===== config.mk =====
export PLATFORM = sky130hd
export DESIGN_NAME = quadrature_encoder_emulator
export DESIGN_NICKNAME = d
export VERILOG_FILES = /design/src/rtl/quadrature_encoder_emulator.sv
export SDC_FILE = /design/constraint.sdc
export NUM_CORES = 1
export LEC_CHECK = 0
export CAP_MARGIN = 20
export CORE_UTILIZATION = 55
export CTS_CLUSTER_DIAMETER = 120
export CTS_CLUSTER_SIZE = 24
export DETAILED_ROUTE_END_ITERATION = 16
export PLACE_DENSITY = 0.7
export SYNTH_ARGS = -nofsm -noshare
export SYNTH_HDL_FRONTEND = slang
export SYNTH_SLANG_ARGS = --single-unit

===== constraint.sdc =====
create_clock -name clk -period 11.47 [get_ports clk]
set_input_delay 1.147 -clock clk [delete_from_list [all_inputs] [get_ports clk]]
set_output_delay 1.147 -clock clk [all_outputs]
set_load 0.005 [all_outputs]

===== src/rtl/quadrature_encoder_emulator.sv =====
// Quadrature encoder emulator: phase accumulator turns a signed RPM setpoint into A/B edges,
// a Step strobe and a signed position count. Define ENCODER_INDEX_EN for the once-per-rev Index.
module quadrature_encoder_emulator #(
  parameter int unsigned CLK_FREQ_HZ    = 50_000_000,
  parameter int unsigned COUNTS_PER_REV = 38400
) (
  input  logic               clk,
  input  logic               reset,
  input  logic               Enable,
  input  logic signed [15:0] RPM_Setpoint,
  output logic               Encoder_A,
  output logic               Encoder_B,
  output logic               Index,
  output logic               Step,
  output logic signed [32:0] count
);

  localparam logic [39:0] Mod     = 40'(CLK_FREQ_HZ) * 40'd60;
  localparam logic [47:0] ModWide = 48'(Mod);

  // Encoded as {A,B} so the state register drives the outputs directly.
  typedef enum logic [1:0] {
    StS0 = 2'b00,
    StS1 = 2'b10,
    StS2 = 2'b11,
    StS3 = 2'b01
  } quad_state_e;

  logic signed [15:0] rpm_q;
  logic               en_q;
  logic [39:0]        acc_q, acc_d;
  quad_state_e        state_q, state_d;
  logic               step_q;
  logic signed [32:0] count_q, count_d;

  logic [16:0] mag;
  logic        dir;
  logic [47:0] prod;
  logic [39:0] inc;
  logic [39:0] sum;
  logic        active;
  logic        step_now;

  always_comb begin
    mag      = rpm_q[15] ? (17'd0 - {1'b1, rpm_q}) : {1'b0, rpm_q};
    dir      = ~rpm_q[15];
    prod     = 48'(mag) * 48'(COUNTS_PER_REV);
    // Clamping to Mod caps the output at one edge per clock.
    inc      = (prod >= ModWide) ? Mod : prod[39:0];
    sum      = acc_q + inc;
    active   = en_q && (mag != 17'd0);
    step_now = active && (sum >= Mod);
  end

  always_comb begin
    acc_d   = acc_q;
    state_d = state_q;
    count_d = count_q;
    if (active) begin
      acc_d = step_now ? (sum - Mod) : sum;
    end
    if (step_now) begin
      unique case (state_q)
        StS0: state_d = dir ? StS1 : StS3;
        StS1: state_d = dir ? StS2 : StS0;
        StS2: state_d = dir ? StS3 : StS1;
        StS3: state_d = dir ? StS0 : StS2;
      endcase
      count_d = dir ? (count_q + 33'sd1) : (count_q - 33'sd1);
    end
  end

  always_ff @(posedge clk or posedge reset) begin
    if (reset) begin
      rpm_q   <= '0;
      en_q    <= 1'b0;
      acc_q   <= '0;
      state_q <= StS0;
      step_q  <= 1'b0;
      count_q <= '0;
    end else begin
      rpm_q   <= RPM_Setpoint;
      en_q    <= Enable;
      acc_q   <= acc_d;
      state_q <= state_d;
      step_q  <= step_now;
      count_q <= count_d;
    end
  end

  assign Encoder_A = state_q[1];
  assign Encoder_B = state_q[0];
  assign Step      = step_q;
  assign count     = count_q;

`ifdef ENCODER_INDEX_EN
  localparam int unsigned RevW = (COUNTS_PER_REV > 1) ? $clog2(COUNTS_PER_REV) : 1;
  localparam logic [RevW-1:0] RevMax = RevW'(COUNTS_PER_REV - 1);

  logic [RevW-1:0] rev_pos_q, rev_pos_d;

  always_comb begin
    rev_pos_d = rev_pos_q;
    if (step_now) begin
      if (dir) begin
        rev_pos_d = (rev_pos_q == RevMax) ? '0 : rev_pos_q + 1'b1;
      end else begin
        rev_pos_d = (rev_pos_q == '0) ? RevMax : rev_pos_q - 1'b1;
      end
    end
  end

  always_ff @(posedge clk or posedge reset) begin
    if (reset) begin
      rev_pos_q <= '0;
    end else begin
      rev_pos_q <= rev_pos_d;
    end
  end

  assign Index = (rev_pos_q == '0);
`else
  assign Index = 1'b0;
`endif

endmodule


---- Word-level counts from Yosys, hierarchy flattened ----
Cells that the tools add are included.
storage, ports and cells
  register bits after elaboration ......... 93
  input bits .............................. 19
operators by class
  equality and inequality tests ........... 3
  $mul .................................... 1
  muxes and demuxes ....................... 9
  $add $sub $neg .......................... 5
  order comparisons ....................... 2
  reductions and logical operators ........ 4
operators with widths
  operator                                                                  number
  33-bit two-way mux                                                        2
  40-bit by 33-bit adder with 40-bit output                                 1
  40-bit by 32-bit >= comparator with 1-bit output (second input constant)  1
  40-bit two-way mux                                                        1
  40-bit by 32-bit subtractor with 40-bit output (second input constant)    1
  33-bit by 2-bit adder with 33-bit output (second input constant)          1
  33-bit by 32-bit >= comparator with 1-bit output (second input constant)  1
  33-bit by 2-bit subtractor with 33-bit output (second input constant)     1
  17-bit by 7-bit multiplier with 24-bit output (second input constant)     1
  17-bit two-way mux                                                        1
  17-bit nonzero test                                                       1
  1-bit by 17-bit subtractor with 17-bit output (first input constant)      1
  2-bit two-way mux                                                         4
  2-bit case mux with 4 select lines                                        1
  2-bit equality test (second input constant)                               2
  2-bit by 1-bit equality test with 1-bit output (second input constant)    1
  1-bit logical AND                                                         2
  2-bit zero test                                                           1

---- Longest topological paths before layout ----
  word-level depth ........................ 9
  depth in mapped cells ................... 44

---- Worst setup path before layout ----
OpenSTA, ideal clock, no wires.
  kind .................................... register to register
  from .................................... reg rpm_q[15]
  to ...................................... reg acc_q[39]
  arrival time ............................ 9.977 ns
  cell stages (with the launch flop) ...... 42
  buffers on the path ..................... 4
  slack ................................... 1.369 ns
  setup time .............................. 0.125 ns
  cell sequence ........................... dfrtp_1 > clkbuf_1 > clkbuf_1 > o21ai_0 > xor2_1 > inv_1 > ha_1 > ha_1 > fa_1 > inv_1 > fa_1 > inv_1 > ha_1 > a21o_1 > a21o_1 > a21oi_1 > o21ai_0 > a2111oi_0 > (+6 left out) > clkbuf_1 > or2_2 > ha_1 > inv_1 > fa_1 > and2b_1 > o31a_2 > o211ai_4 > o21ai_2 > a211oi_1 > nand3_1 > or3_4 > o31a_1 > nand3_2 > buf_6 > nand3_1 > xor2_1 > mux2_2
on the way
  cells in the longest elaborated chain, start to end .. 9
RTL lines
  what                                              RTL line  RTL
  from (decl)                                       29        logic signed [15:0] rpm_q;
  from (signal assigned)                            82        rpm_q <= RPM_Setpoint;
  1-bit by 17-bit subtractor with 17-bit output     45        mag = rpm_q[15] ? (17'd0 - {1'b1, rpm_q}) : {1'b0, rpm_q};
  17-bit two-way mux (*)                            45
  17-bit by 7-bit multiplier with 24-bit output     47        prod = 48'(mag) * 48'(COUNTS_PER_REV);
  33-bit by 32-bit >= comparator with 1-bit output  49        inc = (prod >= ModWide) ? Mod : prod[39:0];
  33-bit two-way mux                                49
  40-bit by 33-bit adder with 40-bit output         50        sum = acc_q + inc;
  40-bit by 32-bit >= comparator with 1-bit output  52        step_now = active && (sum >= Mod);
  1-bit logical AND                                 52
  40-bit two-way mux                                60        acc_d = step_now ? (sum - Mod) : sum;
  to (signal assigned)                              77        acc_q <= '0;
  to (signal assigned)                              84        acc_q <= acc_d;
  to (decl)                                         31        logic [39:0] acc_q, acc_d;
Mark *: on every way between the ends. The rest lies on a longest branch, timed or not.
A chain may end at the register's enable or synchronous reset.

---- Final worst setup path ----
  from .................................... reg rpm_q[2]
  to ...................................... reg count_q[30] (netlist: count[30])
on the way
  cells in the longest elaborated chain, start to end .. 8
RTL lines
  what                                              RTL line  RTL
  1-bit by 17-bit subtractor with 17-bit output     45
  17-bit two-way mux (*)                            45
  17-bit by 7-bit multiplier with 24-bit output     47
  33-bit by 32-bit >= comparator with 1-bit output  49
  33-bit two-way mux                                49
  40-bit by 33-bit adder with 40-bit output         50
  40-bit by 32-bit >= comparator with 1-bit output  52
  1-bit logical AND (*)                             52
  to (signal assigned)                              87        count_q <= count_d;
  to (decl)                                         34        logic signed [32:0] count_q, count_d;
Marks and branches as above.

==> run_results.csv <==
group,metric,value,unit
status,status,"completed",
setup_path,ff2ff_path_depth,39,
timing,skew,0.01041,ns
setup_path,critical_path_class,"reg -> reg",
worst_hold_path,min_from,"acc_q[29]",
floorplan,chipWidth,133.8,um
finish,final_area,10680,sq um
timing,slew_viol_final,0,
timing,fmax,0.09371,GHz
setup_path,crit_buf_inv,5,
yosys,synth_top_area_share,21.99,%
yosys,ys_warn_count,0,
cts,cts_root_buf,"clkbuf_16",
finish,seqCellArea,2102,sq um
setup_path,slowest_stage,"or4_1",
yosys,synthFlopType,"dfrtp_1",
yosys,syn-cell-area,9558,sq um
setup_path,endpoint_kind,"flop",
drt,wl_per_cell,15.37,um
cts,cts_buffer_depth,2,
yosys,async_flop_share,100.0,%
setup_path,path_max_fanout,20,
global_route,grt_overflow_total,0,
yosys,synthCells,1137,
global_route,grt_first_pass_wirelength,36.71,mm
timing,holdWs,0.4878,ns
worst_hold_path,holdPathStages,2,
worst_hold_path,whs_endpoint,"acc_q[29]",
drt,drtPass1Iterations,4,
drt,highest_layer,"met4",
cts,tritoncts,"yes",
cts,ctsHoldBuffers,0,
cts,clk_latency,0.35,ns
setup_path,regToRegStartpoint,"rpm_q[2]",
yosys,ys_seq_elements,84,
cts,path_clk_slew,0.07,ns
floorplan,dieArea,17910,sq um
drt,routed-via-count,8100,
finish,final_common_cell,"ha_1",
timing,final_hold_viol_count,0,
yosys,synth_edf_count,0,
setup_path,cpPeakStageDelay,0.59,ns
finish,multi_input_comb_area,6978,sq um
finish,final_nets,1354,
finish,fillCellCount,1478,
floorplan,placementRows,47,
setup_path,r2r_slack,0.80,ns
finish,layout_common_cells,"ha_1 (123), nand2_1 (109), inv_1 (96)",
timing,period_needed,10.67,ns
placed_design,routabilityCongestion,0.9168,
drt,wl_met2,10.45,mm
floorplan,initial_utilization,57.03,%
finish,syn_to_final_growth,11.73,%
floorplan,io_pins,56,
yosys,yosys.area.top_type,"dfrtp_1",
timing,worstMarginPinSlew,0.8083,ns
global_route,grt_pass1_vias,7750,
drt,met1_length,10.21,mm
floorplan,coreArea,16760,sq um
placed_design,dp_slack,0.5074,ns
drt,vias_per_cell,5.745,
global_route,antenna_found_initial,0,
setup_path,worst_path_dominant_cell_family,"compound AO/OA/AOI/OAI gates",
drt,route.detailed.drc,0,
cts,htreeDepth,3,
timing,rsz0062_at_grt,"false",
setup_path,cp.required,11.72,ns
run,cap_violations,0,
drt,first_iter_violations,347,
timing,fin_crit_sh,93.03,%
finish,drive_gt1_share,7.059,%
global_route,grtUsageTotal,25.29,%
setup_path,arrival,10.92,ns
timing,setup_viol,0,
yosys,ys_seq_area_share,21.99,%
yosys,ys_types,81,
setup_path,worst_setup_path_start_kind,"flop",
placed_design,dp_hpwl,16.86,mm
drt,wl_met3,622,um
drt,wl,21.67,mm
timing,setup_slack,0.7993,ns
worst_hold_path,hold_path_class,"reg -> reg",
timing,slew_headroom,45.55,%
yosys,synthTopCellsByArea,"dfrtp_1 (22%), ha_1 (16%), xnor2_1 (5.9%), fa_1 (5.7%), o21ai_0 (4.8%)",
cts,clock_sinks,84,
finish,diodes,0,
floorplan,fp.dieH,133.8,um
timing,fin_tns_setup,0,ns
placed_design,placed_area,10330,sq um
setup_path,r2r_end,"count[30]",
yosys,avgSynthCellArea,8.406,sq um
global_route,grt_max_degree,54,
cts,numCtsBuffers,9,
drt,ant_nets,0,
placed_design,io_buffers,54,
==> worst max path at each step <==
stage               from        end  slack (ns)  cells after the start
3_3_place_gp    rpm_q[2]  acc_q[30]        0.68                     39
3_5_place_dp    rpm_q[2]  acc_q[30]        0.51                     39
6_report        rpm_q[2]  count[30]        0.80                     39
2_1_floorplan  rpm_q[15]  acc_q[39]        1.37                     41
4_1_cts         rpm_q[2]  count[30]        0.41                     38
5_1_grt         rpm_q[2]  count[30]        0.02                     40
==> layer usage <==
layer,vias to the layer above,GRT usage (%)
li1,4121,-
met3,30,2.872
met1,3830,33.92
met5,-,0
met4,0,8.333
met2,119,42.40
==> cell type report <==
| cell class | instances | share of cell area, % |
|---|---|---|
| clock inverter | 6 | 0.6678 |
| clock buffer | 10 | 2.144 |
| sequential | 84 | 19.68 |
| inverter | 97 | 3.421 |
| tap | 220 | 2.578 |
| timing repair buffer | 68 | 6.163 |
| multi-input combinational | 925 | 65.34 |
==> timing repair <==
item	4_1_cts	5_1_grt
buffers inserted	0	2
resized for setup	0	5
endpoints found under the setup margin	0	67
==> state kept, by name, indices dropped and copies added, names as in the netlist <==
register and cells:
count 33, acc_q 31, rpm_q 16, state_q 2, Step 1, en_q 1
==> synth_stat cells, types with 14 or more instances <==
master and n:
dfrtp_1 84, nor2_1 57, clkbuf_1 22, o21ai_0 91, inv_1 97, nand3_1 20
xnor2_1 64, a21o_1 30, ha_1 123, nor3_1 17, fa_1 27, xor2_1 51
a21oi_1 81, o21ai_1 14, nor2b_1 16, nand2_1 109
==> logic make-up (layout without fill, tap and decap cells) <==
kind of cell / after synthesis / in the layout / share of synthesized area, %
and+or+nand+nor: 312 / 312 / 16.26
other: 2 / 6 / 0.07857
xor gates and xnor gates: 116 / 116 / 10.71
muxes: 9 / 9 / 1.047
buffers and inverters: 132 / 181 / 5.603
adders and majority gates: 150 / 150 / 21.76
DFF: 84 / 84 / 21.99
AOI/OAI and AO/OA: 332 / 332 / 22.56
==> tightest hold or removal path: stages, from the launching register on <==
cell and delay, ns:
dfrtp_1 0.35, nand2_1 0.05, o21ai_0 0.06
==> per-stage QoR <==
step                      utilization (%)  std cells
after CTS                           63.46       1408
after detailed placement            61.66       1392
after floorplan                         -       1141
after global routing                63.72       1410
final                               63.72       1410
after global placement              61.66       1392
Power is left out: the tool's default activity adds up to more than one toggle a clock period on the data nets, which glitch-free logic cannot reach.
